`src/rtl/fir_inverse_filter.sv`:
```
// Recursive inverse of a monic FIR: x[n] = y[n] - sum_{k>=1} h[k]*x[n-k], one registered stage.
// Define FIR_INV_SAT_EN to saturate x[n] and raise a sticky overflow flag; otherwise x[n] wraps.
module fir_inverse_filter #(
  parameter int N = 8,
  parameter int M = 8,
  parameter int COEF_FRAC = M - 2
) (
  input  logic                 clk,
  input  logic                 reset,
  input  logic                 in_valid,
  output logic                 in_ready,
  input  logic [M-1:0]         in_data,
  output logic                 out_valid,
  input  logic                 out_ready,
  output logic [M-1:0]         out_data,
  input  logic                 coef_we,
  input  logic [$clog2(N)-1:0] coef_addr,
  input  logic [M-1:0]         coef_data,
  output logic                 overflow
);
  localparam int AW   = $clog2(N);
  localparam int PW   = 2 * M;
  localparam int ACCW = 2 * M + $clog2(N);

  logic [M-1:0]           coef_reg [1:N-1];
  logic [M-1:0]           hist_reg [1:N-1];
  logic [PW-1:0]          prod     [1:N-1];
  logic [M-1:0]           out_data_reg;
  logic                   out_valid_reg;
  logic signed [ACCW-1:0] acc;
  logic signed [ACCW-1:0] fb;
  logic signed [ACCW-1:0] r;
  logic [M-1:0]           x_next;
  logic                   accept;

  assign in_ready  = !out_valid_reg || out_ready;
  assign accept    = in_valid && in_ready;
  assign out_valid = out_valid_reg;
  assign out_data  = out_data_reg;

  // Operands sign-extended to the product width, so a plain modular multiply gives the signed product.
  genvar gi;
  generate
    for (gi = 1; gi < N; gi++) begin : g_tap
      assign prod[gi] = {{M{coef_reg[gi][M-1]}}, coef_reg[gi]} *
                        {{M{hist_reg[gi][M-1]}}, hist_reg[gi]};
    end
  endgenerate

  always_comb begin
    acc = '0;
    for (int k = 1; k < N; k++) begin
      acc = acc + $signed({{(ACCW-PW){prod[k][PW-1]}}, prod[k]});
    end
    fb = acc >>> COEF_FRAC;
    r  = $signed({{(ACCW-M){in_data[M-1]}}, in_data}) - fb;
  end

`ifdef FIR_INV_SAT_EN
  logic clip;
  logic overflow_reg;

  // r fits in M bits only when all bits from M-1 upward agree with the sign.
  assign clip   = !((&r[ACCW-1:M-1]) || !(|r[ACCW-1:M-1]));
  assign x_next = clip ? (r[ACCW-1] ? {1'b1, {(M-1){1'b0}}} : {1'b0, {(M-1){1'b1}}})
                       : r[M-1:0];
  assign overflow = overflow_reg;

  always_ff @(posedge clk) begin
    if (reset) begin
      overflow_reg <= 1'b0;
    end else if (accept && clip) begin
      overflow_reg <= 1'b1;
    end
  end
`else
  logic unused_hi;

  assign unused_hi = ^r[ACCW-1:M];
  assign x_next    = r[M-1:0];
  assign overflow  = 1'b0;
`endif

  // Coefficient writes land regardless of stream state; a same-cycle accept still saw the old value.
  always_ff @(posedge clk) begin
    for (int k = 1; k < N; k++) begin
      if (reset) begin
        coef_reg[k] <= '0;
      end else if (coef_we && coef_addr == AW'(k)) begin
        coef_reg[k] <= coef_data;
      end
    end
  end

  always_ff @(posedge clk) begin
    for (int k = 1; k < N; k++) begin
      if (reset) begin
        hist_reg[k] <= '0;
      end else if (accept) begin
        hist_reg[k] <= (k == 1) ? x_next : hist_reg[(k > 1) ? k - 1 : 1];
      end
    end
  end

  always_ff @(posedge clk) begin
    if (reset) begin
      out_valid_reg <= 1'b0;
      out_data_reg  <= '0;
    end else if (accept) begin
      out_valid_reg <= 1'b1;
      out_data_reg  <= x_next;
    end else if (out_ready) begin
      out_valid_reg <= 1'b0;
    end
  end
endmodule
```
`config.mk`:
```
export PLATFORM = sky130hd
export DESIGN_NAME = fir_inverse_filter
export DESIGN_NICKNAME = d
export VERILOG_FILES = /design/src/rtl/fir_inverse_filter.sv
export SDC_FILE = /design/constraint.sdc
export NUM_CORES = 1
export LEC_CHECK = 0
export ABC_AREA = 1
export BUFFER_PORTS_ARGS = -buffer_cell sky130_fd_sc_hd__buf_2
export CAP_MARGIN = 20
export CORE_MARGIN = 2
export CORE_UTILIZATION = 25
export CTS_BUF_LIST = sky130_fd_sc_hd__clkbuf_8
export CTS_CLUSTER_DIAMETER = 120
export DETAILED_ROUTE_END_ITERATION = 10
export GPL_TIMING_DRIVEN = 0
export MAX_ROUTING_LAYER = met4
export PLACE_DENSITY = 0.36
export SYNTH_ARGS = -nofsm -noshare
export SYNTH_HDL_FRONTEND = slang
export SYNTH_SLANG_ARGS = --single-unit
```
`constraint.sdc`:
```
create_clock -name clk -period 9.53 [get_ports clk]
set_input_delay 0 -clock clk [delete_from_list [all_inputs] [get_ports clk]]
set_output_delay 0 -clock clk [all_outputs]
set_load 0.005 [all_outputs]
```
==> results of run 1 <==
cells by family (layout without fill, tap and decap cells):
kind of cell,count (synthesis),in the layout,synth area share (%)
DFF,121,121,16.05
xor gates and xnor gates,35,35,1.389
and+or+nand+nor,832,832,15.45
adders and majority gates,600,600,49.18
other,1,2,0.01699
AOI/OAI and AO/OA,33,33,0.8558
buffers and inverters,977,1053,17.07
worst max-delay path, delay by kind of cell, from the launching register on:
| family | cells | cell delay [ns] |
|---|---|---|
| AO/OA/AOI/OAI | 8 | 1.41 |
| AND/OR/NAND/NOR | 13 | 1.00 |
| buffers and inverters | 10 | 0.76 |
| flip-flops | 1 | 0.37 |
| adder cells (fa/ha/maj) | 11 | 5.20 |
through the flow:
step                      util, %  hold slack, ns  area (µm²)  instances  setup slack, ns
final                       28.03         0.08514       24430       3831           0.5271
after CTS                   27.94         0.01602       24350       3844           0.1890
after detailed placement    27.22          0.2066       23720       3791        -0.006172
after global placement      27.17          0.2068       23690       3787        -0.008650
after floorplan                 -         0.06907       22070       2599            1.294
after global routing        28.03          0.1074       24430       3831          0.02486
final timing paths:
kind	to	slack [ns]	cells past startpoint
setup reg to reg	hist_reg[1][7]$_SDFFCE_PN0P_	0.53	42
hold reg to reg	out_data[7]$_SDFFE_PP0P_	0.46	2
setup / recovery	hist_reg[1][7]$_SDFFCE_PN0P_	0.53	42
hold / removal	out_data[5]$_SDFFE_PP0P_	0.09	6
area by class of cell:
cell class              count  area, µm²  share of cell area [%]
clock inverters            15      177.7                  0.7272
clock buffers              17      234.0                  0.9576
repair buffers             89      658.1                   2.694
plain buffers              64      340.3                   1.393
multi-input cells        1501      14770                   60.45
inverters                 868       3261                   13.35
flip-flops and latches    121       3543                   14.50
well taps                1155       1445                   5.915
diodes                      1      2.502                 0.01024
repair_timing:
action / in CTS / in global routing
resized for setup: 0 / 1
endpoints found under the setup margin: 1 / 4
gates cloned: 0 / 0
hold endpoints to repair: 50 / 0
setup buffers: 0 / 30
hold buffers: 22 / 0
synth_stat cells (2+ instances only):
cell,instances
inv_1,855
edfxtp_1,112
a21o_1,2
clkinv_1,2
buf_4,6
buf_2,13
nand3_1,49
buf_6,8
o21ai_0,11
nand3_2,8
nand2_2,12
ha_1,154
a31oi_1,2
a21oi_1,13
nand3b_1,5
nand4_1,4
nor2_1,145
nand2_1,573
or2_1,2
fa_1,446
xor2_1,14
o31ai_1,2
nand2_4,4
clkbuf_1,81
or2_2,25
nor2_2,3
dfxtp_1,9
inv_2,11
xnor2_1,21
layer usage:
| layer | GRT usage, % | part of all wire, % | wire, µm | up-vias |
|---|---|---|---|---|
| li1 | - | - | - | 7346 |
| met1 | 22.15 | 49 | 32350 | 7739 |
| met3 | 1.736 | 2.1 | 1422 | 50 |
| met2 | 25.98 | 48 | 31730 | 168 |
| met4 | 3.518 | 1.3 | 885 | 0 |
| met5 | - | 0 | 0 | - |
==> results_dict.tcl, run 1 <==
set metrics [dict create \
    core_area_mm2 0.08716 \
    area_growth_pct 10.68 \
    start_kind "flop" \
    initial_utilization_pct 25.33 \
    cts_tree "done" \
    synth_cell_types 36 \
    cp_data_required_time_ns 9.85 \
    grt_max_degree 32 \
    min_period_ns 9.003 \
    grt.total_usage_pct 16.23 \
    setup_violations 0 \
    cp.arrival_ns 9.33 \
    crit_path_end_kind "flop" \
    cts_max_path_buffers 2 \
    yosysWarnings 0 \
    vias_per_cell 3.995 \
    antenna_found_initial 2 \
    die_w_um 301.2 \
    crit_start "coef_reg[0][28]$_SDFFCE_PN0P_" \
    layout_commonest_cell "inv_1" \
    ios 35 \
    netlist_instances 2599 \
    cts_root_buf "clkbuf_8" \
    grt_setup_unrepaired "no" \
    hold_viol_final 0 \
    n_fill_cell 9372 \
    cts.sinks 121 \
    grt_pass1_wl_mm 105.1 \
    globalRouteOverflowTotal 0 \
    chipHeight_um 301.2 \
    ant_nets 0 \
    hp-start "in_data[4]" \
    finalCritPeriodShare_pct 94.47 \
    synth_top_area_share_pct 40.45 \
    dr.pass1.iters 5 \
    rows 108 \
    ys_ff_latch 121 \
    yosysTopAreaCell "fa_1" \
    worstMarginPinSlew_ns 1.126 \
    r2r-start "coef_reg[0][28]$_SDFFCE_PN0P_" \
    drive_gt1_share_pct 7.252 \
    drt-initial-drc-count 766 \
    clock.fmax_mhz 111.1 \
    grt_pass1_vias 17068 \
    worst-setup-path-type "flop to flop" \
    layout.nets 3286 \
    slew_headroom_pct 24.94 \
    gp_congestion 0.8079 \
    slew_violations 0 \
    hp-class "input port to flop" \
    status "complete, no violations" \
    clk_latency_ns 0.57 \
    syn_area_per_cell_um2 8.494 \
    htreeDepth 4 \
    ys_async_sr_fraction_pct 0 \
    synth_edf_count 112 \
    place_hpwl_mm 58.15 \
    path_clk_slew_ns 0.10 \
    wl_mm 66.39 \
    vias 15303 \
    synth_area_leaders "fa_1 (40%), edfxtp_1 (15%), inv_1 (15%), nand2_1 (9.7%), ha_1 (8.7%)" \
    io_buffers 33 \
    dieArea_mm2 0.09069 \
    syn_nets 3223 \
    synth_top_flop_cell "edfxtp_1" \
    setup_tns_ns 0 \
    max_cap_violations 0 \
    fin_skew_ns 0.02182 \
    critPathMaxStageDelay_ns 0.61 \
    drc 0 \
    synth_seq_area_share_pct 16.05 \
    worst-path-max-fanout 8 \
    mostFrequentLayoutCells "inv_1 (854), nand2_1 (573), fa_1 (446)" \
    detail_route.wl_per_cell_um 17.33 \
    numCtsBuffers 17 \
    crit_slowest_cell "fa_1" \
    syn_area_mm2 0.02207 \
]
Power of run 1 is not shown: default switching activity piles up to over one toggle a cycle in this logic, so the estimate is an artifact.
==> run 2: changes to the inputs <==
--- a/config.mk
+++ b/config.mk
@@ -5,7 +5,6 @@
 export SDC_FILE = /design/constraint.sdc
 export NUM_CORES = 1
 export LEC_CHECK = 0
-export ABC_AREA = 1
 export BUFFER_PORTS_ARGS = -buffer_cell sky130_fd_sc_hd__buf_2
 export CAP_MARGIN = 20
 export CORE_MARGIN = 2
==> constraint.sdc (replaced) <==
create_clock -name clk -period 9.53 [get_ports clk]
set_input_delay 0 -clock clk [delete_from_list [all_inputs] [get_ports clk]]
set_output_delay 0 -clock clk [all_outputs]
set_load 0.01 [all_outputs]
==> run 2 against run 1 <==
Net effect: via count fell by 16%; sequential cell count did not move; critical path depth fell by 15; sequential share of layout area rose by 0.82 points; utilization rose by 0.13 points; critical endpoint unchanged; cell count fell by 18%.
==> results_dict.tcl, run 2 <==
set metrics [dict create \
    drive_gt1_share_pct 6.066 \
    cts_root_buf "clkbuf_8" \
    ant_nets 0 \
    grt_pass1_vias 14628 \
    cp.arrival_ns 9.37 \
    top_layer_used "met4" \
    grt_max_degree 33 \
    crit_path_end_kind "flop" \
    numCtsBuffers 17 \
    vias 12888 \
    synth_area_leaders "fa_1 (43%), edfxtp_1 (16%), and2_1 (10%), ha_1 (9.3%), inv_1 (9.0%)" \
    clk_latency_ns 0.56 \
    ys_ff_latch 121 \
    r2r-start "hist_reg[5][2]$_SDFFCE_PN0P_" \
    grt.total_usage_pct 17.23 \
    utilization_pct 28.16 \
    yosysTopAreaCell "fa_1" \
    rows 105 \
    dieArea_mm2 0.08535 \
    layout_commonest_cell "inv_1" \
    ys_async_sr_fraction_pct 0 \
    worst-setup-path-type "flop to flop" \
    slew_headroom_pct 25.08 \
    globalRouteOverflowTotal 0 \
    netlist_instances 1968 \
    postLayoutCellArea_mm2 0.02312 \
    io_buffers 32 \
    status "complete, no violations" \
    post_dp_cell_area_mm2 0.02236 \
    yosysWarnings 0 \
    initial_utilization_pct 25.28 \
    critPathTopFamily "adder cells" \
    synth_most_common_cell "inv_1" \
    slew_violations 0 \
    setup_violations 0 \
    wl_met2_mm 33.82 \
    synth_common_cells "inv_1 (499), fa_1 (446), and2_1 (331)" \
    vias_per_cell 4.091 \
    wl_mm 67.96 \
    htreeDepth 4 \
    wl_met1_mm 31.53 \
    synth_cell_types 39 \
    worst-path-max-fanout 5 \
    synth_edf_count 112 \
    syn_area_mm2 0.02076 \
    cts_tree "done" \
    grt_setup_unrepaired "no" \
    finalCritPeriodShare_pct 95.33 \
    dr.pass1.iters 5 \
    crit_start "hist_reg[5][2]$_SDFFCE_PN0P_" \
    chipHeight_um 292.2 \
    die_w_um 292.2 \
    synth_top_area_share_pct 43.01 \
    hold_viol_final 0 \
    fin_skew_ns 0.02529 \
    mostFrequentLayoutCells "inv_1 (499), fa_1 (446), and2_1 (331)" \
    hp-start "coef_addr[1]" \
    n_fill_cell 8745 \
    clock.fmax_mhz 110.1 \
    place_hpwl_mm 57.68 \
    cts.sinks 121 \
    core_area_mm2 0.08211 \
    syn_nets 2592 \
    grt_pass1_wl_mm 100.8 \
    layout.nets 2688 \
    ios 35 \
    syn_area_per_cell_um2 10.55 \
    cp_data_required_time_ns 9.82 \
    cts_max_path_buffers 2 \
    crit_slowest_cell "fa_1" \
    crit_buf_inv 4 \
    path_clk_slew_ns 0.11 \
    worstMarginPinSlew_ns 1.112 \
    antenna_found_initial 6 \
    detail_route.wl_per_cell_um 21.58 \
    min_period_ns 9.085 \
    drt-initial-drc-count 666 \
    drc 0 \
    area_growth_pct 11.39 \
    critPathMaxStageDelay_ns 0.64 \
    max_cap_violations 0 \
    synth_top_flop_cell "edfxtp_1" \
    gp_congestion 0.8136 \
    hp-class "input port to flop" \
    dr_wl_met3_mm 1.163 \
    synth_seq_area_share_pct 17.07 \
    start_kind "flop" \
    crit_top_cell "fa_1" \
]
[run 2: cell types whose count changed after synthesis, moves of 13 or more]
cell,delta
inv_1,-356
nand2b_1,+30
or2_2,-24
nand2_1,-410
nand3_1,-46
nor2_1,-111
nor2b_1,+13
xnor2_1,+46
and2_1,+331
clkbuf_1,-61
buf_2,-13
[run 2: stage by stage]
step / worst slack [ns] / std cells / hold WS, ns / TNS, ns
detailed placement: -0.8243 / 3078 / 0.2724 / -1.754
global placement: -0.8074 / 3070 / 0.2669 / -1.649
finish: 0.4448 / 3150 / 0.02391 / 0
CTS: 0.009956 / 3126 / 0.004694 / 0
global route: 0.05808 / 3148 / 0.01904 / 0
floorplan: 1.096 / 1968 / 0.1295 / 0
[run 2: worst paths after layout]
kind	endpoint	slack, ns	cells after the start
max	hist_reg[1][7]$_SDFFCE_PN0P_	0.44	27
min reg2reg	out_data[0]$_SDFFE_PP0P_	0.45	1
max reg2reg	hist_reg[1][7]$_SDFFCE_PN0P_	0.44	27
min	coef_reg[0][55]$_SDFFCE_PN0P_	0.02	3
[run 2: cells by family (layout without fill, tap and decap cells)]
group | after synthesis | in the layout | share of synthesized area [%]
DFF | 121 | 121 | 17.07
buffers and inverters | 524 | 633 | 9.608
adders and majority gates | 600 | 600 | 52.29
and+or+nand+nor | 596 | 596 | 15.60
AOI/OAI and AO/OA | 35 | 35 | 1.097
other | 1 | 4 | 0.01806
xor gates and xnor gates | 91 | 91 | 4.316
[run 2: what timing repair did]
item / 4_1_cts / 5_1_grt
hold buffers: 11 / 0
setup endpoints to repair: 6 / 2
gates resized for setup: 5 / 7
buffers inserted: 8 / 21
pin swaps: 0 / 3
hold endpoints to repair: 43 / 0
[run 2: cell type report]
cell class	instances	area, µm²	share of cell area, %
Inverter	499	1876	8.111
Antenna cell	3	7.507	0.03247
Sequential cell	121	3543	15.32
Buffer	20	102.6	0.4437
Tap cell	1070	1339	5.790
Multi-Input combinational cell	1323	15290	66.14
Clock inverter	15	142.6	0.6169
Clock buffer	17	234.0	1.012
Timing Repair Buffer	82	585.6	2.532
[run 2: per-layer routing]
| layer | up-vias | global-route usage (%) |
|---|---|---|
| li1 | 5925 | - |
| met1 | 6769 | 22.55 |
| met2 | 153 | 28.59 |
| met3 | 41 | 1.629 |
| met4 | 0 | 4.601 |
| met5 | - | - |
[run 2: worst min-delay path: cells and delay by family]
family                 cells  cell delay, ns
AO/OA/AOI/OAI              1            0.16
buffers and inverters      1            0.11
AND/OR/NAND/NOR            1            0.12
Power of run 2 is left out for the same reason.
==> run 3: changes to the inputs <==
==> constraint.sdc (replaced) <==
create_clock -name clk -period 11.5 [get_ports clk]
set_input_delay 0.575 -clock clk [delete_from_list [all_inputs] [get_ports clk]]
set_output_delay 0.575 -clock clk [all_outputs]
set_load 0.01 [all_outputs]
==> run 3 against run 2 <==
Net effect: cell count shrank 1.0%; die area is the same; count of clock-buffer cells in the layout is the same; global-route usage is essentially flat; clock skew shrank 0.0010 ns; via count shrank 0.86%; fmax shrank 11%.
==> results_dict.tcl, run 3 (synthesis results as in run 2) <==
set metrics [dict create \
    status "complete, no violations" \
    die_w_um 292.2 \
    cts_max_path_buffers 2 \
    setup_violations 0 \
    crit_top_cell "fa_1" \
    grt_pass1_vias 14570 \
    start_kind "flop" \
    htreeDepth 4 \
    ff2ff_setup_slack_ns 1.31 \
    cts_tree "done" \
    critPathMaxStageDelay_ns 0.63 \
    cp.arrival_ns 10.47 \
    vias 12777 \
    hold_viol_final 0 \
    clock.fmax_mhz 98.17 \
    drt-initial-drc-count 637 \
    worstRegToRegCells 29 \
    cts_resized 0 \
    timing.rr.end "hist_reg[1][7]$_SDFFCE_PN0P_" \
    dieArea_mm2 0.08535 \
    antenna_found_initial 6 \
    fin_skew_ns 0.02425 \
    grt.total_usage_pct 17.20 \
    layout.nets 2653 \
    area_growth_pct 9.638 \
    min_period_ns 10.19 \
    core_area_mm2 0.08211 \
    chipHeight_um 292.2 \
    drc 0 \
    grt_pass1_wl_mm 100.6 \
    wl_mm 67.70 \
    ios 35 \
    io_buffers 32 \
    rows 105 \
    place_hpwl_mm 57.68 \
    clk_latency_ns 0.56 \
    slew_violations 0 \
    ant_nets 0 \
    dr.pass1.iters 5 \
    layout_commonest_cell "inv_1" \
    numCtsBuffers 17 \
    worstMarginPinSlew_ns 1.110 \
    path_clk_slew_ns 0.09 \
    finalCritPeriodShare_pct 88.58 \
    postCtsHoldBufs 0 \
    holdPathEnd "out_valid$_SDFFE_PP0P_" \
    cts.sinks 121 \
    detail_route.wl_per_cell_um 21.72 \
    crit_slowest_cell "clkbuf_1" \
    initial_utilization_pct 25.28 \
    grt_max_degree 33 \
    hold_depth 3 \
    gp_congestion 0.8136 \
    vias_per_cell 4.099 \
    grt_setup_unrepaired "no" \
    cts_root_buf "clkbuf_8" \
    drive_gt1_share_pct 4.456 \
    n_fill_cell 8757 \
    r2r-start "hist_reg[6][1]$_SDFFCE_PN0P_" \
    worst-setup-path-type "flop to flop" \
    hp-class "input port to flop" \
    crit_path_end_kind "flop" \
    holdWs_ns 0.2947 \
    globalRouteOverflowTotal 0 \
    max_cap_violations 0 \
    mostFrequentLayoutCells "inv_1 (499), fa_1 (446), and2_1 (331)" \
    cts_setup_buffers 0 \
    slew_headroom_pct 25.24 \
    hp-start "in_valid" \
    setup_tns_ns 0 \
    worst-path-max-fanout 9 \
    cp_data_required_time_ns 11.79 \
]
[run 3: cell count changes in the layout (fill, tap and decap cells not counted), sizes merged]
cell	previous run	this run
dlygate4sd3	11	0
clkbuf	34	39
buf	74	45
diode	3	5
[run 3: per-stage QoR]
step / setup slack [ns] / cells / utilization (%) / instance area, µm²
CTS: 1.084 / 3110 / 27.69 / 22730
finish: 1.314 / 3117 / 27.72 / 22760
global placement: 1.163 / 3070 / 27.11 / 22260
global route: 0.7608 / 3113 / 27.71 / 22750
floorplan: 3.066 / 1968 / - / 20760
detailed placement: 1.146 / 3078 / 27.23 / 22360
[run 3: metal layers]
layer	GRT usage [%]	up-vias	share of wire [%]
li1	-	5856	-
met1	22.56	6736	47
met2	28.43	144	50
met3	1.636	41	1.7
met4	4.715	0	2.0
met5	-	-	0
[run 3: worst max path at each step]
stage                                       start                      endpoint  slack (ns)  cells after the start
floorplan           coef_reg[0][37]$_SDFFCE_PN0P_  hist_reg[1][7]$_SDFFCE_PN0P_        3.07                     27
CTS                  hist_reg[6][1]$_SDFFCE_PN0P_  hist_reg[1][7]$_SDFFCE_PN0P_        1.08                     29
detailed placement   hist_reg[6][1]$_SDFFCE_PN0P_  hist_reg[1][7]$_SDFFCE_PN0P_        1.15                     29
finish               hist_reg[6][1]$_SDFFCE_PN0P_  hist_reg[1][7]$_SDFFCE_PN0P_        1.31                     29
global placement     hist_reg[6][1]$_SDFFCE_PN0P_  hist_reg[1][7]$_SDFFCE_PN0P_        1.16                     29
global route         hist_reg[6][1]$_SDFFCE_PN0P_  hist_reg[1][7]$_SDFFCE_PN0P_        0.76                     29
[run 3: area by class of cell]
type / instances / area (µm²) / area share (%)
Antenna cell: 5 / 12.51 / 0.05498
Buffer: 25 / 121.4 / 0.5333
Clock buffer: 17 / 234.0 / 1.028
Clock inverter: 15 / 142.6 / 0.6267
Inverter: 499 / 1876 / 8.241
Multi-Input combinational cell: 1323 / 15230 / 66.93
Sequential cell: 121 / 3543 / 15.57
Tap cell: 1070 / 1339 / 5.882
Timing Repair Buffer: 42 / 257.7 / 1.132
[run 3: worst max-delay path, delay by kind of cell (launching register included)]
kind | cells | cell delay [ns]
adders and majority gates | 11 | 5.23
AOI/OAI and AO/OA | 6 | 1.98
buffers and inverters | 6 | 0.90
and+or+nand+nor | 4 | 0.72
xor gates and xnor gates | 2 | 0.65
DFF | 1 | 0.42
Power of run 3 is left out for the same reason.
